<file path="src/rtl/alu_muldiv_ctrl_if.sv">
// Bundle of ID/EX-side request signals and EX-side results for alu_muldiv_ctrl.
// The master drives the decoded instruction and operands; the slave is the control block.
interface alu_muldiv_ctrl_if #(
  parameter int DATA_WIDTH = 32,
  parameter int CTRL_WIDTH = 4
);
  logic                  start;
  logic [1:0]            ALUOp;
  logic [5:0]            funct;
  logic [DATA_WIDTH-1:0] src_a;
  logic [DATA_WIDTH-1:0] src_b;
  logic [CTRL_WIDTH-1:0] ALU_control_input;
  logic                  busy;
  logic                  done;
  logic                  stall;
  logic [DATA_WIDTH-1:0] hi;
  logic [DATA_WIDTH-1:0] lo;

  modport master (
    output start, ALUOp, funct, src_a, src_b,
    input  ALU_control_input, busy, done, stall, hi, lo
  );

  modport slave (
    input  start, ALUOp, funct, src_a, src_b,
    output ALU_control_input, busy, done, stall, hi, lo
  );
endinterface

</file>
<file path="src/rtl/alu_muldiv_ctrl.sv">
// EX-stage ALU select decode plus iterative shift-add multiply / restoring divide with HI/LO.
// Optional macro MULDIV_EARLY_OUT_EN: multiply finishes once the remaining multiplier bits are zero.
module alu_muldiv_ctrl #(
  parameter int DATA_WIDTH = 32,
  parameter int CTRL_WIDTH = 4
) (
  input logic               clk,
  input logic               reset,
  alu_muldiv_ctrl_if.slave  bus
);

  localparam int W  = DATA_WIDTH;
  localparam int CW = $clog2(DATA_WIDTH) + 1;

  typedef enum logic [1:0] {S_IDLE, S_MUL, S_DIV, S_FIX} state_t;

  function automatic logic [W-1:0] f_cneg_w(input logic [W-1:0] v, input logic neg);
    return neg ? (~v + 1'b1) : v;
  endfunction

  function automatic logic [2*W-1:0] f_cneg_2w(input logic [2*W-1:0] v, input logic neg);
    return neg ? (~v + 1'b1) : v;
  endfunction

  state_t           r_state;
  logic [CW-1:0]    r_cnt;
  logic             r_done;
  logic             r_is_div;
  logic             r_div0;
  logic             r_neg_q;
  logic             r_neg_r;
  logic [W-1:0]     r_hi;
  logic [W-1:0]     r_lo;
  logic [2*W-1:0]   r_prod;
  logic [2*W-1:0]   r_mcand;
  logic [W-1:0]     r_mplier;

  logic [CTRL_WIDTH-1:0] w_alu_sel;
  logic             w_is_muldiv;
  logic             w_accept;
  logic             w_unsigned;
  logic             w_sa;
  logic             w_sb;
  logic             w_b_zero;
  logic [W-1:0]     w_a_mag;
  logic [W-1:0]     w_b_mag;
  logic             w_mul_last;
  logic [W:0]       w_shift;
  logic [W:0]       w_diff;
  logic [W-1:0]     w_rem_next;
  logic [W-1:0]     w_q_next;
  logic [2*W-1:0]   w_prod_fix;
  logic [W-1:0]     w_hi_fix;
  logic [W-1:0]     w_lo_fix;

  always_comb begin
    w_alu_sel = CTRL_WIDTH'(4'b1111);
    case (bus.ALUOp)
      2'b00: w_alu_sel = CTRL_WIDTH'(4'b0010);
      2'b01: w_alu_sel = CTRL_WIDTH'(4'b0110);
      2'b10: begin
        case (bus.funct)
          6'b100000: w_alu_sel = CTRL_WIDTH'(4'b0010);
          6'b100010: w_alu_sel = CTRL_WIDTH'(4'b0110);
          6'b100100: w_alu_sel = CTRL_WIDTH'(4'b0000);
          6'b100101: w_alu_sel = CTRL_WIDTH'(4'b0001);
          6'b101010: w_alu_sel = CTRL_WIDTH'(4'b0111);
          6'b100111: w_alu_sel = CTRL_WIDTH'(4'b1100);
          6'b000000: w_alu_sel = CTRL_WIDTH'(4'b1000);
          6'b000010: w_alu_sel = CTRL_WIDTH'(4'b1001);
          6'b000011: w_alu_sel = CTRL_WIDTH'(4'b1010);
          6'b010000: w_alu_sel = CTRL_WIDTH'(4'b1101);
          6'b010010: w_alu_sel = CTRL_WIDTH'(4'b1110);
          6'b011000, 6'b011001,
          6'b011010, 6'b011011: w_alu_sel = CTRL_WIDTH'(4'b0010);
          default:   w_alu_sel = CTRL_WIDTH'(4'b1111);
        endcase
      end
      default: w_alu_sel = CTRL_WIDTH'(4'b1111);
    endcase
  end

  // funct 0110xx: bit0 selects unsigned, bit1 selects divide
  assign w_is_muldiv = (bus.ALUOp == 2'b10) && (bus.funct[5:2] == 4'b0110);
  assign w_accept    = bus.start && w_is_muldiv;
  assign w_unsigned  = bus.funct[0];
  assign w_sa        = ~w_unsigned & bus.src_a[W-1];
  assign w_sb        = ~w_unsigned & bus.src_b[W-1];
  assign w_b_zero    = (bus.src_b == '0);
  assign w_a_mag     = f_cneg_w(bus.src_a, w_sa);
  assign w_b_mag     = f_cneg_w(bus.src_b, w_sb);

`ifdef MULDIV_EARLY_OUT_EN
  assign w_mul_last = (r_cnt == CW'(W-1)) || (r_mplier[W-1:1] == '0);
`else
  assign w_mul_last = (r_cnt == CW'(W-1));
`endif

  // Restoring divide step: remainder in r_prod upper half, quotient shifts in at the bottom
  assign w_shift    = {r_prod[2*W-1:W], r_prod[W-1]};
  assign w_diff     = w_shift - {1'b0, r_mcand[W-1:0]};
  assign w_rem_next = w_diff[W] ? w_shift[W-1:0] : w_diff[W-1:0];
  assign w_q_next   = {r_prod[W-2:0], ~w_diff[W]};

  always_comb begin
    w_prod_fix = f_cneg_2w(r_prod, r_neg_q);
    w_hi_fix   = w_prod_fix[2*W-1:W];
    w_lo_fix   = w_prod_fix[W-1:0];
    if (r_div0) begin
      w_hi_fix = r_prod[2*W-1:W];
      w_lo_fix = '1;
    end else if (r_is_div) begin
      w_hi_fix = f_cneg_w(r_prod[2*W-1:W], r_neg_r);
      w_lo_fix = f_cneg_w(r_prod[W-1:0], r_neg_q);
    end
  end

  always_ff @(posedge clk or posedge reset) begin
    if (reset) begin
      r_state  <= S_IDLE;
      r_cnt    <= '0;
      r_done   <= 1'b0;
      r_is_div <= 1'b0;
      r_div0   <= 1'b0;
      r_neg_q  <= 1'b0;
      r_neg_r  <= 1'b0;
      r_hi     <= '0;
      r_lo     <= '0;
    end else begin
      r_done <= 1'b0;
      case (r_state)
        S_IDLE: begin
          if (w_accept) begin
            r_cnt    <= '0;
            r_is_div <= bus.funct[1];
            r_div0   <= bus.funct[1] && w_b_zero;
            r_neg_q  <= w_sa ^ w_sb;
            r_neg_r  <= w_sa;
            if (bus.funct[1] && w_b_zero) r_state <= S_FIX;
            else if (bus.funct[1])        r_state <= S_DIV;
            else                          r_state <= S_MUL;
          end
        end
        S_MUL: begin
          r_cnt <= r_cnt + 1'b1;
          if (w_mul_last) r_state <= S_FIX;
        end
        S_DIV: begin
          r_cnt <= r_cnt + 1'b1;
          if (r_cnt == CW'(W-1)) r_state <= S_FIX;
        end
        S_FIX: begin
          r_hi    <= w_hi_fix;
          r_lo    <= w_lo_fix;
          r_done  <= 1'b1;
          r_state <= S_IDLE;
        end
        default: r_state <= S_IDLE;
      endcase
    end
  end

  // Working datapath registers carry no reset; control state decides when they matter
  always_ff @(posedge clk) begin
    case (r_state)
      S_IDLE: begin
        if (w_accept) begin
          if (bus.funct[1] && w_b_zero) begin
            r_prod <= {bus.src_a, {W{1'b0}}};
          end else if (bus.funct[1]) begin
            r_prod  <= {{W{1'b0}}, w_a_mag};
            r_mcand <= {{W{1'b0}}, w_b_mag};
          end else begin
            r_prod   <= '0;
            r_mcand  <= {{W{1'b0}}, w_a_mag};
            r_mplier <= w_b_mag;
          end
        end
      end
      S_MUL: begin
        if (r_mplier[0]) r_prod <= r_prod + r_mcand;
        r_mcand  <= r_mcand << 1;
        r_mplier <= r_mplier >> 1;
      end
      S_DIV: r_prod <= {w_rem_next, w_q_next};
      default: ;
    endcase
  end

  assign bus.ALU_control_input = w_alu_sel;
  assign bus.busy  = (r_state != S_IDLE);
  assign bus.done  = r_done;
  assign bus.stall = (r_state != S_IDLE) | w_accept;
  assign bus.hi    = r_hi;
  assign bus.lo    = r_lo;

endmodule

</file>
<file path="src/flat_wrapper.sv">
// flat-port wrapper written by rule: the top's interface ports become plain ports
module alu_muldiv_ctrl_flat 
#(
  parameter int DATA_WIDTH = 32,
  parameter int CTRL_WIDTH = 4
)
  (clk, reset, bus_start, bus_ALUOp, bus_funct, bus_src_a, bus_src_b, bus_ALU_control_input, bus_busy, bus_done, bus_stall, bus_hi, bus_lo);
  alu_muldiv_ctrl_if #(.DATA_WIDTH(DATA_WIDTH), .CTRL_WIDTH(CTRL_WIDTH)) bus_i ();
  input logic clk;
  input logic reset;
  input wire logic [$bits(bus_i.start)-1:0] bus_start;
  input wire logic [$bits(bus_i.ALUOp)-1:0] bus_ALUOp;
  input wire logic [$bits(bus_i.funct)-1:0] bus_funct;
  input wire logic [$bits(bus_i.src_a)-1:0] bus_src_a;
  input wire logic [$bits(bus_i.src_b)-1:0] bus_src_b;
  output wire logic [$bits(bus_i.ALU_control_input)-1:0] bus_ALU_control_input;
  output wire logic [$bits(bus_i.busy)-1:0] bus_busy;
  output wire logic [$bits(bus_i.done)-1:0] bus_done;
  output wire logic [$bits(bus_i.stall)-1:0] bus_stall;
  output wire logic [$bits(bus_i.hi)-1:0] bus_hi;
  output wire logic [$bits(bus_i.lo)-1:0] bus_lo;
  assign bus_i.start = bus_start;
  assign bus_i.ALUOp = bus_ALUOp;
  assign bus_i.funct = bus_funct;
  assign bus_i.src_a = bus_src_a;
  assign bus_i.src_b = bus_src_b;
  assign bus_ALU_control_input = bus_i.ALU_control_input;
  assign bus_busy = bus_i.busy;
  assign bus_done = bus_i.done;
  assign bus_stall = bus_i.stall;
  assign bus_hi = bus_i.hi;
  assign bus_lo = bus_i.lo;
  alu_muldiv_ctrl #(.DATA_WIDTH(DATA_WIDTH), .CTRL_WIDTH(CTRL_WIDTH)) u_core (.clk(clk), .reset(reset), .bus(bus_i));
endmodule
</file>
<file path="config.mk">
export PLATFORM = sky130hd
export DESIGN_NAME = alu_muldiv_ctrl_flat
export DESIGN_NICKNAME = d
export VERILOG_FILES = /design/src/rtl/alu_muldiv_ctrl_if.sv /design/src/rtl/alu_muldiv_ctrl.sv /design/src/flat_wrapper.sv
export SDC_FILE = /design/constraint.sdc
export NUM_CORES = 1
export LEC_CHECK = 0
export BUFFER_PORTS_ARGS = -buffer_cell sky130_fd_sc_hd__clkbuf_2
export CORE_MARGIN = 3
export CORE_UTILIZATION = 27
export CTS_CLUSTER_DIAMETER = 30
export DETAILED_ROUTE_END_ITERATION = 8
export GPL_TIMING_DRIVEN = 0
export PLACE_DENSITY = 0.44
export SKIP_CTS_REPAIR_TIMING = 1
export SLEW_MARGIN = 20
export SYNTH_ARGS = -nofsm -noshare
export SYNTH_HDL_FRONTEND = slang
export SYNTH_SLANG_ARGS = --single-unit
</file>
<file path="constraint.sdc">
create_clock -name clk -period 16.9 [get_ports clk]
set_clock_uncertainty 0.2 [all_clocks]
set_input_delay 5.07 -clock clk [delete_from_list [all_inputs] [get_ports clk]]
set_output_delay 5.07 -clock clk [all_outputs]
set_load 0.005 [all_outputs]
</file>
==> summary.txt <==
Run status
  • Status: completed

Route
  • Routed Wire Length: between 80000 and 90000 microns
  • DR vias: 18900
  • Routed len/inst: ~25 microns
  • Final ANT Viol Nets: 0
  • Initial DRC count: 1879
  • DRC Markers: 0
  • Via density per instance: 5.46
  • Pre-antenna DRT Iters: 5

Global route
  • Tot GR Track Use: 0.224
  • Remaining global-route overflow: 0
  • First-pass GRT wire length: ~120000 microns
  • Vias in the first global route: roughly 18000
  • Initial antenna violation count: 5
  • Largest net degree at the start of global routing: 56

STA
  • Count of final hold-check violations: 0
  • Final setup vio count: 0
  • Fin crit period: 13.43 ns
  • Measured slew at the worst slew-check pin: between 1 and 1.5 ns
  • Setup TNS: 0 ns
  • Max frequency: 74.4 MHz
  • Final Max Tran Viols: 0
  • RSZ-0062 raised after global routing: no
  • Final period util: 0.795
  • Max_slew headroom: 0.222

Cells and area
  • Share of cells above drive strength 1: 0.135
  • Post-Layout Cell Count: between 3000 and 4000
  • Synth-to-Final Area Change: 23.3%
  • Fill count: ~7400
  • Final net count: around 2600

Synth
  • Number of flops mapped to enable cells by yosys: 160
  • Synthesized net count: 2424
  • Sequential element share of the synthesized area: 0.349
  • Flops & latches, synth: 237
  • Yosys top cell area share: 0.249
  • Netlist cell types: 83
  • Cell taking the most area after synthesis: edfxtp_1
  • Yosys warns: 0
  • Top cells by area, synth: edfxtp_1, dfrtp_1, ha_1, a21oi_1, xnor2_1
  • Synth Area per Inst: 8.62 sq um
  • Synth Cell Area: between 15000 and 20000 sq um
  • Primary FF master, synth: edfxtp_1
  • Fraction of registers with async set/reset: 0.325
  • Post-Synthesis Cells: roughly 2200

Job
  • Max Cap Viol: 0

Clock tree
  • Clock slew seen by the registers of the worst setup and hold paths: 0.04 ns
  • CTS max path bufs: 3
  • CTS tree: built
  • Num CTS Buffers: 70
  • Root buffer cell: clkbuf_16
  • Num Clock Sinks: 237
  • Max H-tree Level: 3
  • Skew-Pair Late Insertion Delay: slightly above 0.6 ns

Hold path
  • Worst hold stages: 1
  • Worst hold path type: reg -> reg
  • Worst Hold End: u_core.bus.lo[26]
  • Worst Hold Launch: u_core.bus.lo[26]

Worst setup path
  • RR Startpoint: u_core.r_prod[32]
  • Crit path kind: in -> out
  • RR Endpoint: u_core.r_prod[63]
  • Crit path DAT: 8.16 ns
  • CP max stage cell: clkbuf_1
  • CP max FO: 11
  • Reg2Reg Depth: 12
  • Crit path top cell by count: clkbuf_1
  • Worst Setup Start Kind: input port
  • Kind of end point of the critical path: output pin
  • Worst EP required: 11.63 ns
  • Crit path cell chain: clkbuf_2, clkbuf_1, inv_1, clkbuf_1, clkbuf_1, ha_1, a21oi_1, o22ai_1, nand2_1, a31o_2, clkbuf_2
  • R2R Setup Slk: 11.56 ns
  • Worst stage delay on the critical path: 0.82 ns

Place
  • Number of port buffers: 143
  • Routability cong.: 0.943
  • DP HPWL: 67500 microns
  • Placed cells: ~3300

Power and ir drop
  • Final Power: 6180 uW
  • PwrDens: 260 nW/um^2
  • Peak supply drop: 0.000102 V
  • P_leak: 0.00947 uW

Die
  • Core Region: 70400 sq um
  • Initial Util: 0.274
  • Die W: 273 microns
  • I/O pins: 146
  • Die Footprint: about 75000 sq um
  • Site Rows: 97
  • Die H: 273 microns
## synthesized netlist by cell type (10+ instances only)
cell / instances
or2_2: 15
or3_1: 37
o211ai_1: 18
nor4_1: 17
nor3_1: 44
xnor2_1: 110
a211oi_1: 15
a21o_1: 59
xor2_1: 90
mux2_2: 31
o31ai_1: 25
o21ai_1: 22
o21ai_0: 127
o22ai_1: 26
nand2_1: 189
nand2b_1: 24
and2_1: 40
nor2b_1: 19
ha_1: 109
clkbuf_1: 97
and3_1: 19
or4_1: 10
o21a_1: 16
inv_1: 81
nor2_1: 207
a221o_1: 12
mux2i_1: 31
o21bai_1: 16
a31oi_1: 29
a21oi_1: 254
dfrtp_1: 77
edfxtp_1: 160
a22oi_1: 36
nand3_1: 34
nand4_1: 16
## registers in the layout, summed over array words and instances, names as in the netlist
name and flops:
u_core.r_prod 64, u_core.r_neg_r 1, u_core.r_div0 1, u_core.r_neg_q 1
u_core.r_is_div 1, u_core.r_cnt 6, u_core.r_mcand 64, u_core.bus.lo 32
u_core.r_mplier 32, u_core.bus.done 1, u_core.bus.hi 32, u_core.r_state 2
## report_power, final
part / total [uW] / leakage, uW / switching, uW / internal [uW]
registers: 1380 / 0.00241 / 364 / 1020
logic: 3490 / 0.00590 / 2220 / 1270
clock network: 1300 / 0.00116 / 418 / 886
total: 6180 / 0.00947 / 3000 / 3180
## critical path: cells and delay by family
family / cells / cell delay, ns
and+or+nand+nor: 1 / 0.08
adders and majority gates: 1 / 0.32
AOI/OAI and AO/OA: 3 / 0.51
buffers and inverters: 6 / 2.17
## cell type report
type                    instances  area, sq um  area share
repair buffers                151          900      0.0378
clock buffers                  87         1930      0.0811
diodes                          5         12.5    0.000526
multi-input cells            1809        11900       0.499
plain buffers                 110          429      0.0180
clock inverters                40          432      0.0181
flip-flops and latches        237         6730       0.283
well taps                     940         1180      0.0494
inverters                      82          310      0.0130
## logic make-up after synthesis
family	share of synthesized area
compound gates	0.236
xor+xnor	0.0908
fa+ha+maj	0.0728
buf+inv	0.0382
flops	0.349
mux	0.0342
simple gates	0.179
## how the worst max path moves through the flow
stage                 start                  endpoint  slack (ns)  depth (start not counted)
4_1_cts        bus_funct[1]  bus_ALU_control_input[2]        3.48                         11
2_1_floorplan  bus_funct[5]        u_core.r_mplier[0]        4.57                          7
3_5_place_dp   bus_funct[1]  bus_ALU_control_input[2]        3.48                         11
5_1_grt        bus_funct[1]  bus_ALU_control_input[0]        3.35                         11
3_3_place_gp   bus_funct[1]       u_core.r_mplier[26]        0.98                          6
6_report       bus_funct[1]  bus_ALU_control_input[2]        3.47                         11
## metal layers
layer | up-vias | track usage | routed length [microns]
met5 | - | 0 | 9
met4 | 2 | 0.108 | 4030
met2 | 764 | 0.353 | 38500
met3 | 172 | 0.0449 | 6160
li1 | 8740 | - | -
met1 | 9234 | 0.294 | 37200
## cell usage in the layout (no fill, tap or decap), types with 25 or more instances in the layout
| master | count |
|---|---|
| a21o_1 | 59 |
| a21oi_1 | 254 |
| a22oi_1 | 36 |
| a31oi_1 | 29 |
| and2_1 | 40 |
| clkbuf_1 | 106 |
| clkbuf_16 | 73 |
| clkbuf_2 | 143 |
| dfrtp_1 | 77 |
| edfxtp_1 | 160 |
| ha_1 | 109 |
| inv_1 | 80 |
| mux2_2 | 31 |
| mux2i_1 | 31 |
| nand2_1 | 189 |
| nand3_1 | 34 |
| nor2_1 | 207 |
| nor3_1 | 43 |
| o21ai_0 | 127 |
| o22ai_1 | 25 |
| o31ai_1 | 25 |
| or3_1 | 37 |
| xnor2_1 | 110 |
| xor2_1 | 90 |
## through the flow
stage	hold slack, ns	setup slack [ns]	cell area [sq um]	utilization
finish	0.293	3.47	23800	0.338
detailed placement	0.288	3.48	21400	0.304
floorplan	0.277	4.57	19300	-
CTS	0.298	3.48	23800	0.338
global placement	0.287	0.979	21200	0.301
global route	0.319	3.35	23800	0.338
Note: power is estimated with default switching activity, not from simulation.
